File: src/rtl/modulo_mux_pkg.sv
// Shared types for the modulo_mux_scan_n channel multiplexer: FSM state encoding and mode values.
package modulo_mux_pkg;

  typedef enum logic [1:0] {
    ST_IDLE    = 2'd0,
    ST_MANUAL  = 2'd1,
    ST_DWELL   = 2'd2,
    ST_PRESENT = 2'd3
  } state_e;

  localparam logic MODE_MANUAL = 1'b0;
  localparam logic MODE_SCAN   = 1'b1;

endpackage

File: src/rtl/modulo_mux_sel_n.sv
// Combinational N:1 selector over a flat bus of CHANNELS x WIDTH-bit channels.
// A select at or beyond CHANNELS yields all-zero data.
module modulo_mux_sel_n
  import modulo_mux_pkg::*;
#(
  parameter int WIDTH    = 1,
  parameter int CHANNELS = 8,
  localparam int SEL_W   = $clog2(CHANNELS)
) (
  input  logic [CHANNELS*WIDTH-1:0] data_i,
  input  logic [SEL_W-1:0]          sel_i,
  output logic [WIDTH-1:0]          data_o
);

  always_comb begin
    data_o = '0;
    for (int k = 0; k < CHANNELS; k++) begin
      if (int'(sel_i) == k) data_o = data_i[k*WIDTH +: WIDTH];
    end
  end

endmodule

File: src/rtl/modulo_mux_scan_n.sv
// N-channel registered multiplexer with valid/ready output, manual select or dwell-timed auto-scan.
// Optional macro MUX_SCAN_MASK_EN adds a chan_mask port that restricts which channels the scan visits.
module modulo_mux_scan_n
  import modulo_mux_pkg::*;
#(
  parameter int WIDTH    = 1,
  parameter int CHANNELS = 8,
  parameter int DWELL    = 4,
  localparam int SEL_W   = $clog2(CHANNELS)
) (
  input  logic                      clk,
  input  logic                      reset,
  input  logic [CHANNELS*WIDTH-1:0] input_e,
  input  logic [SEL_W-1:0]          input_sel,
  input  logic                      mode,
  input  logic                      enable,
  input  logic                      out_ready,
`ifdef MUX_SCAN_MASK_EN
  input  logic [CHANNELS-1:0]       chan_mask,
`endif
  output logic [WIDTH-1:0]          out,
  output logic [SEL_W-1:0]          out_ch,
  output logic                      out_valid,
  output logic                      wrap
);

  localparam int               CNT_W    = (DWELL > 1) ? $clog2(DWELL) : 1;
  localparam logic [CNT_W-1:0] CNT_LAST = CNT_W'(DWELL - 1);
  localparam logic [SEL_W-1:0] PTR_LAST = SEL_W'(CHANNELS - 1);

  state_e             state_q, state_d;
  logic [SEL_W-1:0]   ptr_q, ptr_d;
  logic [CNT_W-1:0]   cnt_q, cnt_d;
  logic [WIDTH-1:0]   out_q, out_d;
  logic [SEL_W-1:0]   out_ch_q, out_ch_d;
  logic               out_valid_q, out_valid_d;
  logic               wrap_q, wrap_d;

  logic               load_ok;
  logic               accept;
  logic [SEL_W-1:0]   sel_mux;
  logic [WIDTH-1:0]   sel_data;
  logic               scan_ok;
  logic [SEL_W-1:0]   first_ch;
  logic [SEL_W-1:0]   next_ch;
  logic               next_wraps;

`ifdef MUX_SCAN_MASK_EN
  // Lowest set mask bit at or above start; falls back to the lowest set bit overall (circular search).
  function automatic logic [SEL_W-1:0] seek_ch(input logic [CHANNELS-1:0] m, input int start);
    logic [SEL_W-1:0] hit_fwd;
    logic [SEL_W-1:0] hit_any;
    logic             found_fwd;
    hit_fwd   = '0;
    hit_any   = '0;
    found_fwd = 1'b0;
    for (int k = CHANNELS - 1; k >= 0; k--) begin
      if (m[k]) begin
        hit_any = SEL_W'(k);
        if (k >= start) begin
          hit_fwd   = SEL_W'(k);
          found_fwd = 1'b1;
        end
      end
    end
    return found_fwd ? hit_fwd : hit_any;
  endfunction

  assign scan_ok    = |chan_mask;
  assign first_ch   = seek_ch(chan_mask, 0);
  assign next_ch    = seek_ch(chan_mask, (ptr_q == PTR_LAST) ? 0 : int'(ptr_q) + 1);
  assign next_wraps = (next_ch < ptr_q);
`else
  assign scan_ok    = 1'b1;
  assign first_ch   = '0;
  assign next_ch    = (ptr_q == PTR_LAST) ? '0 : ptr_q + 1'b1;
  assign next_wraps = (ptr_q == PTR_LAST);
`endif

  assign load_ok = !out_valid_q || out_ready;
  assign accept  = out_valid_q && out_ready;
  assign sel_mux = (state_q == ST_MANUAL) ? input_sel : ptr_q;

  modulo_mux_sel_n #(
    .WIDTH    (WIDTH),
    .CHANNELS (CHANNELS)
  ) u_sel (
    .data_i (input_e),
    .sel_i  (sel_mux),
    .data_o (sel_data)
  );

  always_comb begin
    state_d     = state_q;
    ptr_d       = ptr_q;
    cnt_d       = cnt_q;
    out_d       = out_q;
    out_ch_d    = out_ch_q;
    out_valid_d = out_valid_q;
    wrap_d      = 1'b0;
    if (accept) out_valid_d = 1'b0;

    case (state_q)
      ST_IDLE: begin
        if (enable) begin
          if (mode == MODE_MANUAL) begin
            state_d = ST_MANUAL;
          end else if (scan_ok) begin
            state_d = ST_DWELL;
            ptr_d   = first_ch;
            cnt_d   = '0;
          end
        end
      end
      // Mode and enable are only re-evaluated once no beat is pending.
      ST_MANUAL: begin
        if (load_ok) begin
          if (enable && mode == MODE_MANUAL) begin
            out_d       = sel_data;
            out_ch_d    = input_sel;
            out_valid_d = 1'b1;
          end else begin
            state_d = ST_IDLE;
          end
        end
      end
      ST_DWELL: begin
        if (!enable || !scan_ok) begin
          state_d = ST_IDLE;
        end else if (cnt_q != CNT_LAST) begin
          cnt_d = cnt_q + 1'b1;
        end else if (load_ok) begin
          out_d       = sel_data;
          out_ch_d    = ptr_q;
          out_valid_d = 1'b1;
          state_d     = ST_PRESENT;
        end
      end
      ST_PRESENT: begin
        if (accept) begin
          if (enable && mode == MODE_SCAN && scan_ok) begin
            state_d = ST_DWELL;
            cnt_d   = '0;
            ptr_d   = next_ch;
            wrap_d  = next_wraps;
          end else begin
            state_d = ST_IDLE;
          end
        end
      end
      default: state_d = ST_IDLE;
    endcase
  end

  always_ff @(posedge clk) begin
    if (reset) begin
      state_q     <= ST_IDLE;
      ptr_q       <= '0;
      cnt_q       <= '0;
      out_q       <= '0;
      out_ch_q    <= '0;
      out_valid_q <= 1'b0;
      wrap_q      <= 1'b0;
    end else begin
      state_q     <= state_d;
      ptr_q       <= ptr_d;
      cnt_q       <= cnt_d;
      out_q       <= out_d;
      out_ch_q    <= out_ch_d;
      out_valid_q <= out_valid_d;
      wrap_q      <= wrap_d;
    end
  end

  assign out       = out_q;
  assign out_ch    = out_ch_q;
  assign out_valid = out_valid_q;
  assign wrap      = wrap_q;

endmodule

File: config.mk
export PLATFORM = sky130hd
export DESIGN_NAME = modulo_mux_scan_n
export DESIGN_NICKNAME = d
export VERILOG_FILES = /design/src/rtl/modulo_mux_pkg.sv /design/src/rtl/modulo_mux_sel_n.sv /design/src/rtl/modulo_mux_scan_n.sv
export SDC_FILE = /design/constraint.sdc
export NUM_CORES = 1
export LEC_CHECK = 0
export BUFFER_PORTS_ARGS = -buffer_cell sky130_fd_sc_hd__buf_4
export CAP_MARGIN = 5
export CORE_MARGIN = 2
export CORE_UTILIZATION = 47
export DETAILED_ROUTE_END_ITERATION = 12
export PLACE_DENSITY = 0.77
export SKIP_LAST_GASP = 1
export SLEW_MARGIN = 10
export SYNTH_ARGS = -nofsm -noshare
export SYNTH_HDL_FRONTEND = slang
export SYNTH_HIERARCHICAL = 1
export SYNTH_SLANG_ARGS = --single-unit
File: constraint.sdc
create_clock -name clk -period 2.23 [get_ports clk]
set_input_delay 0 -clock clk [delete_from_list [all_inputs] [get_ports clk]]
set_output_delay 0 -clock clk [all_outputs]
set_load 0.05 [all_outputs]
Word-level counts from Yosys, hierarchy flattened
Index checks and enable logic that the tools add are counted.
Storage, ports and cells
  bits in registers: 13
  latch bits: 0
  bits in writable memories: 0
  memory bits (read-only): 0
  input port bits: 16
  output and inout bits: 6
  logic and storage cells: 104
  memories: 0
Cells by class
  $add $sub $neg: 2
  $mul: 0
  divide/modulo/power cells: 0
  order comparisons: 0
  equal/unequal tests: 25
  shift-type cells: 0
  multiplexer cells: 51
  bitwise gates (word level): 4
  reduce and logical (&&, ||, !) cells: 15
Operator list (number)
  3-bit 2-to-1 mux: 11
  2-bit 2-to-1 mux: 15
  2-bit != test (second input constant): 11
  1-bit 2-to-1 mux: 19
  3-bit equality test (second input constant): 5
  3-bit one-hot mux with 2 select lines: 2
  6-bit AND reduction: 2
  2-bit one-hot mux with 4 select lines: 1
  7-bit AND reduction: 1
  3-bit by 2-bit equality test with 1-bit output (second input constant): 2
  3-bit != test (second input constant): 2
  2-bit one-hot mux with 3 select lines: 1
  5-bit AND reduction: 1
  2-bit equality test (second input constant): 2
  1-bit inverter: 4
  1-bit one-hot mux with 2 select lines: 2
  2-bit nonzero test: 2
  4-bit OR reduction: 1
  3-bit by 1-bit adder with 3-bit output (second input constant): 1
  3-bit by 1-bit equality test with 1-bit output (second input constant): 1
  1-bit logical AND: 3
  3-bit logical NOT: 1
  3-bit nonzero test: 1
  2-bit by 1-bit adder with 2-bit output (second input constant): 1
  5 further kinds: 5

Depth between registers and ports, before layout
  depth after elaboration: 15
  gate-level depth with buffers: 7
  gate-level depth less buffers: 7

Cells and area by module
The synthesis kept the hierarchy.
By module, submodules not included
  modulo_mux_scan_n: instances 1, cells an instance 94, area an instance 890.9 um^2, sequential area each 260.2 um^2
  modulo_mux_sel_n: instances 1, cells an instance 3, area an instance 63.8 um^2, sequential area each 0.0 um^2

Worst setup path before layout
No wires, ideal clock.
  path type: register to register
  start: register state_q[1]
  end: register out_q, in the netlist out
  setup time: 0.116 ns
  arrival time: 1.970 ns
  required time: 2.114 ns
  setup slack: 0.145 ns
  stages on the path, launching flop included: 8
  path buffers: 0
  clock period less this slack: 2.085 ns
  cells stage by stage: dfxtp_1 -> inv_1 -> ha_1 -> mux2_2 -> mux4_1 -> mux2_2 -> mux2i_1 -> nor2_1
On the way
  longest elaborated chain between the ends: 15
  elaborated cells between the ends (all ways): 32
  classes of those cells: eq/ne: 14; mux: 15; reduce/logical: 3
RTL lines
  from (decl): RTL line modulo_mux_scan_n.sv:31  | state_e state_q, state_d;
  from (signal assigned): RTL line modulo_mux_scan_n.sv:165  | state_q <= state_d;
  2-bit by 1-bit equality test with 1-bit output (*): RTL line modulo_mux_scan_n.sv:82  | assign sel_mux = (state_q == ST_MANUAL) ? input_sel : ptr_q;
  3-bit 2-to-1 mux (*): RTL line modulo_mux_scan_n.sv:82
  via sel_mux[1]: RTL line modulo_mux_scan_n.sv:41  | logic [SEL_W-1:0] sel_mux;
  3-bit logical NOT: RTL line modulo_mux_sel_n.sv:18  | if (int'(sel_i) == k) data_o = data_i[k*WIDTH +: WIDTH];
  1-bit 2-to-1 mux (7 in a row): RTL line modulo_mux_sel_n.sv:18
  1-bit 2-to-1 mux (*): RTL line modulo_mux_sel_n.sv:18
  1-bit 2-to-1 mux: RTL line modulo_mux_scan_n.sv:132  | end else if (load_ok) begin
  1-bit 2-to-1 mux: RTL line modulo_mux_scan_n.sv:130  | end else if (cnt_q != CNT_LAST) begin
  1-bit 2-to-1 mux: RTL line modulo_mux_scan_n.sv:128  | if (!enable || !scan_ok) begin
  1-bit one-hot mux with 2 select lines (*): RTL line modulo_mux_scan_n.sv:103  | case (state_q)
  via out_d: RTL line modulo_mux_scan_n.sv:34  | logic [WIDTH-1:0] out_q, out_d;
  to (signal assigned): RTL line modulo_mux_scan_n.sv:168  | out_q <= out_d;
  to (decl): RTL line modulo_mux_scan_n.sv:34
Mark *: on every way through the listed nets, which the timed path passes. The rest lies on a longest branch. The select of a mux whose other input is x is not followed.
A chain may end at the register's enable or synchronous reset.

Final worst setup path
Ends and elaborated chain as after synthesis.

==> reports/results.txt <==
Detailed placer's ending HPWL = 1500 um
Max Slew Vio Count = 0
Chip Height = 49.1 um
Die X = 49.1 um
Synth top area share = 0.273
Nature of the critical path endpoint = flop
WP data required = 2.41 ns
Dominant cell type by area after synthesis = dfxtp_1
Initial antenna violation count = 0
Final non-filler cell total = 149
Max incr delay on CP = 0.55 ns
Sw Pwr = 365 uW
Fin. Hold Viols = 0
Clock sinks = 13
Reg2Reg Capture Point = out$_SDFFE_PP0P_
Syn nets = 123
Peak supply drop = 0.438 mV
Status = finished, final reports clean
Fin util = 0.603
Unrepaired setup endpoints after global routing = no
Setup TNS = 0 ns
Storage cell area = 260 sq um
WP data arrival = 2.24 ns
Area grow syn2layout = 22.7%
Row cnt = 16
P_int = 526 uW
Overall power = 890 uW
Crit path max-delay cell type = mux4_1
Critical path peak fanout = 5
Vias post-DR = 792
H-tree depth = 1
DRC violations left = 0
DR pass1 iterations = 4
Worst setup SP type = flop
Final net count = 149
Footprint of the multi-input gates = 657 sq um
Min Tclk post-route = 2.07 ns
CTS root buffer = clkbuf_4
Worst-case reg-to-reg path depth = 7
Sequential-to-total area share from yosys stat = 0.273
Overflow left after global routing = 0
Drt total wl = 1930 um
I/O Buffers = 21
Inst Count DP = 144
Clock transition at path regs = 0.08 ns
Switching Share = 0.410
Drt wl/cell = 13.0 um
Pwr Density = 760 nW/um^2
Die ar. = 2410 sq um
CTS tree = done
Clk buf depth = 2
Fmax = 484 MHz
Final setup fails = 0
Synth Instances = 97
Largest net degree at the start of global routing = 16
Ys Warns = 6
First-pass GRT wire length = 3360 um
Clk network pwr share = 0.177
Worst Hold Class = in2reg
CTS Buf Count = 3
Crit Path Category = reg2reg
RR Startpoint = state_q[1]$_SDFFE_PP0P_
R2r setup slk = 0.16 ns
Sequential Power Share = 0.330
CP most frequent cell = mux2_2
Worst-path cell chain = inv_1 -> ha_1 -> mux2_2 -> mux4_1 -> mux2_2 -> mux2i_1 -> nor2_1
Antenna Cells = 0
Total Routing Usage GR = 0.181
Hold Path Sink = out_ch[0]$_SDFFE_PP0P_
Gpl congestion = 0.775
Max-slew headroom = 0.671
Avg Vias per Cell = 5.32
Vias in the first global route = 792
Core area = 1940 sq um
Io pins = 22
Routed Antenna Nets = 0
Cell area after synthesis = 955 sq um
Leak pwr = 0.000500 uW
Combinational share of power = 0.492
Clk_lat worst skew = 0.29 ns
Library cells used by synthesis = 30
WHS Path Cells = 3
Crit share post-route = 0.926
Seq cells post-synth = 13
Hold wc startpoint = input_sel[0]
Filler cells = 184
Worst-Margin Slew = 0.494 ns
Share of cells above drive strength 1 = 0.311
Main area contributors after synthesis = dfxtp_1 (27%), ha_1 (13%), mux2_2 (8.3%), mux4_1 (5.5%), mux2i_1 (4.2%)
Max cap viols = 0
Drt initial violations = 11
Clock Skews = 0.00892 ns
Starting Density = 0.492
Average size of a mapped cell = 9.84 sq um
[worst max path at each step]
stage                                  from          endpoint  slack [ns]  cells past startpoint
global route        state_q[1]$_SDFFE_PP0P_  out$_SDFFE_PP0P_        0.09                      7
floorplan           state_q[1]$_SDFFE_PP0P_  out$_SDFFE_PP0P_        0.14                      7
global placement    state_q[1]$_SDFFE_PP0P_  out$_SDFFE_PP0P_        0.28                      7
finish              state_q[1]$_SDFFE_PP0P_  out$_SDFFE_PP0P_        0.16                      7
CTS                 state_q[1]$_SDFFE_PP0P_  out$_SDFFE_PP0P_        0.16                      7
detailed placement  state_q[1]$_SDFFE_PP0P_  out$_SDFFE_PP0P_        0.18                      7
[cell families after synthesis]
| group | Yosys count | share of synthesized area |
|---|---|---|
| AND/OR/NAND/NOR | 32 | 0.178 |
| AO/OA/AOI/OAI | 23 | 0.199 |
| multiplexers | 13 | 0.180 |
| flip-flops | 13 | 0.273 |
| adder cells (fa/ha/maj) | 10 | 0.131 |
| buffers and inverters | 6 | 0.0393 |
[per-layer routing]
metal,vias to the layer above,part of all wire,track usage
met5,-,0,0
met4,0,0.012,0.0952
met3,2,0.029,0.0337
met2,12,0.46,0.291
met1,365,0.50,0.228
li1,413,-,-
[worst max-delay path, delay by kind of cell, from the launching register on]
kind                     cells  cell delay, ns
adder cells (fa/ha/maj)      1            0.21
AND/OR/NAND/NOR              1            0.05
flip-flops                   1            0.37
multiplexers                 4            1.22
buffers and inverters        1            0.11
[through the flow]
step                      setup WS (ns)  area (sq um)  hold slack (ns)
final                             0.164          1170           0.0709
after floorplan                   0.145           955            0.100
after CTS                         0.164          1170           0.0641
after global routing             0.0909          1170           0.0918
after global placement            0.277          1130            0.296
after detailed placement          0.185          1130            0.301
[power by group through the flow]
stage	clock network [uW]	registers (uW)	logic, uW
4_1_cts	164	294	440
6_report	158	294	438
3_3_place_gp	0	297	431
3_5_place_dp	0	300	437
5_1_grt	168	299	478
2_1_floorplan	0	384	240
[area by class of cell]
type                    count  area share
well taps                  27      0.0288
clock buffers               4      0.0224
multi-input cells          78       0.561
repair buffers             24       0.156
inverters                   3     0.00962
flip-flops and latches     13       0.222
[sequential cells by signal, indices dropped and copies added (netlist names)]
| register | count |
|---|---|
| cnt_q | 2 |
| out | 1 |
| out_ch | 3 |
| out_valid | 1 |
| ptr_q | 3 |
| state_q | 2 |
| wrap | 1 |
[placed cells by master (no fill, tap or decap), types with 4 or more instances in the layout]
master	Yosys	final
nor2b_1	4	4
a21oi_1	5	5
nand2_1	8	8
nor2_1	9	9
mux2_2	7	7
dfxtp_1	13	13
buf_4	2	23
mux2i_1	4	4
ha_1	10	10
[what timing repair did]
action                                 CTS  global route
resized for setup                        0             0
buffers inserted                         0             0
endpoints found under the hold margin    7             0
hold buffers                             1             0
[cells in the mapped netlist]
cell type / number
dfxtp_1: 13
ha_1: 10
nor2_1: 9
nand2_1: 8
mux2_2: 7
a21oi_1: 5
mux2i_1: 4
nor2b_1: 4
a211oi_1: 3
a21boi_0: 3
inv_1: 3
nand2b_1: 3
o211ai_1: 3
a32oi_1: 2
buf_4: 2
mux4_1: 2
o21ai_0: 2
o41ai_1: 2
a2111oi_2: 1
a2111oi_4: 1
a221o_1: 1
and2_1: 1
and3_1: 1
and4_2: 1
buf_6: 1
nand2b_4: 1
nand4_1: 1
nor2_2: 1
nor3b_1: 1
or3_1: 1
Power figures use the tool's default switching activity.
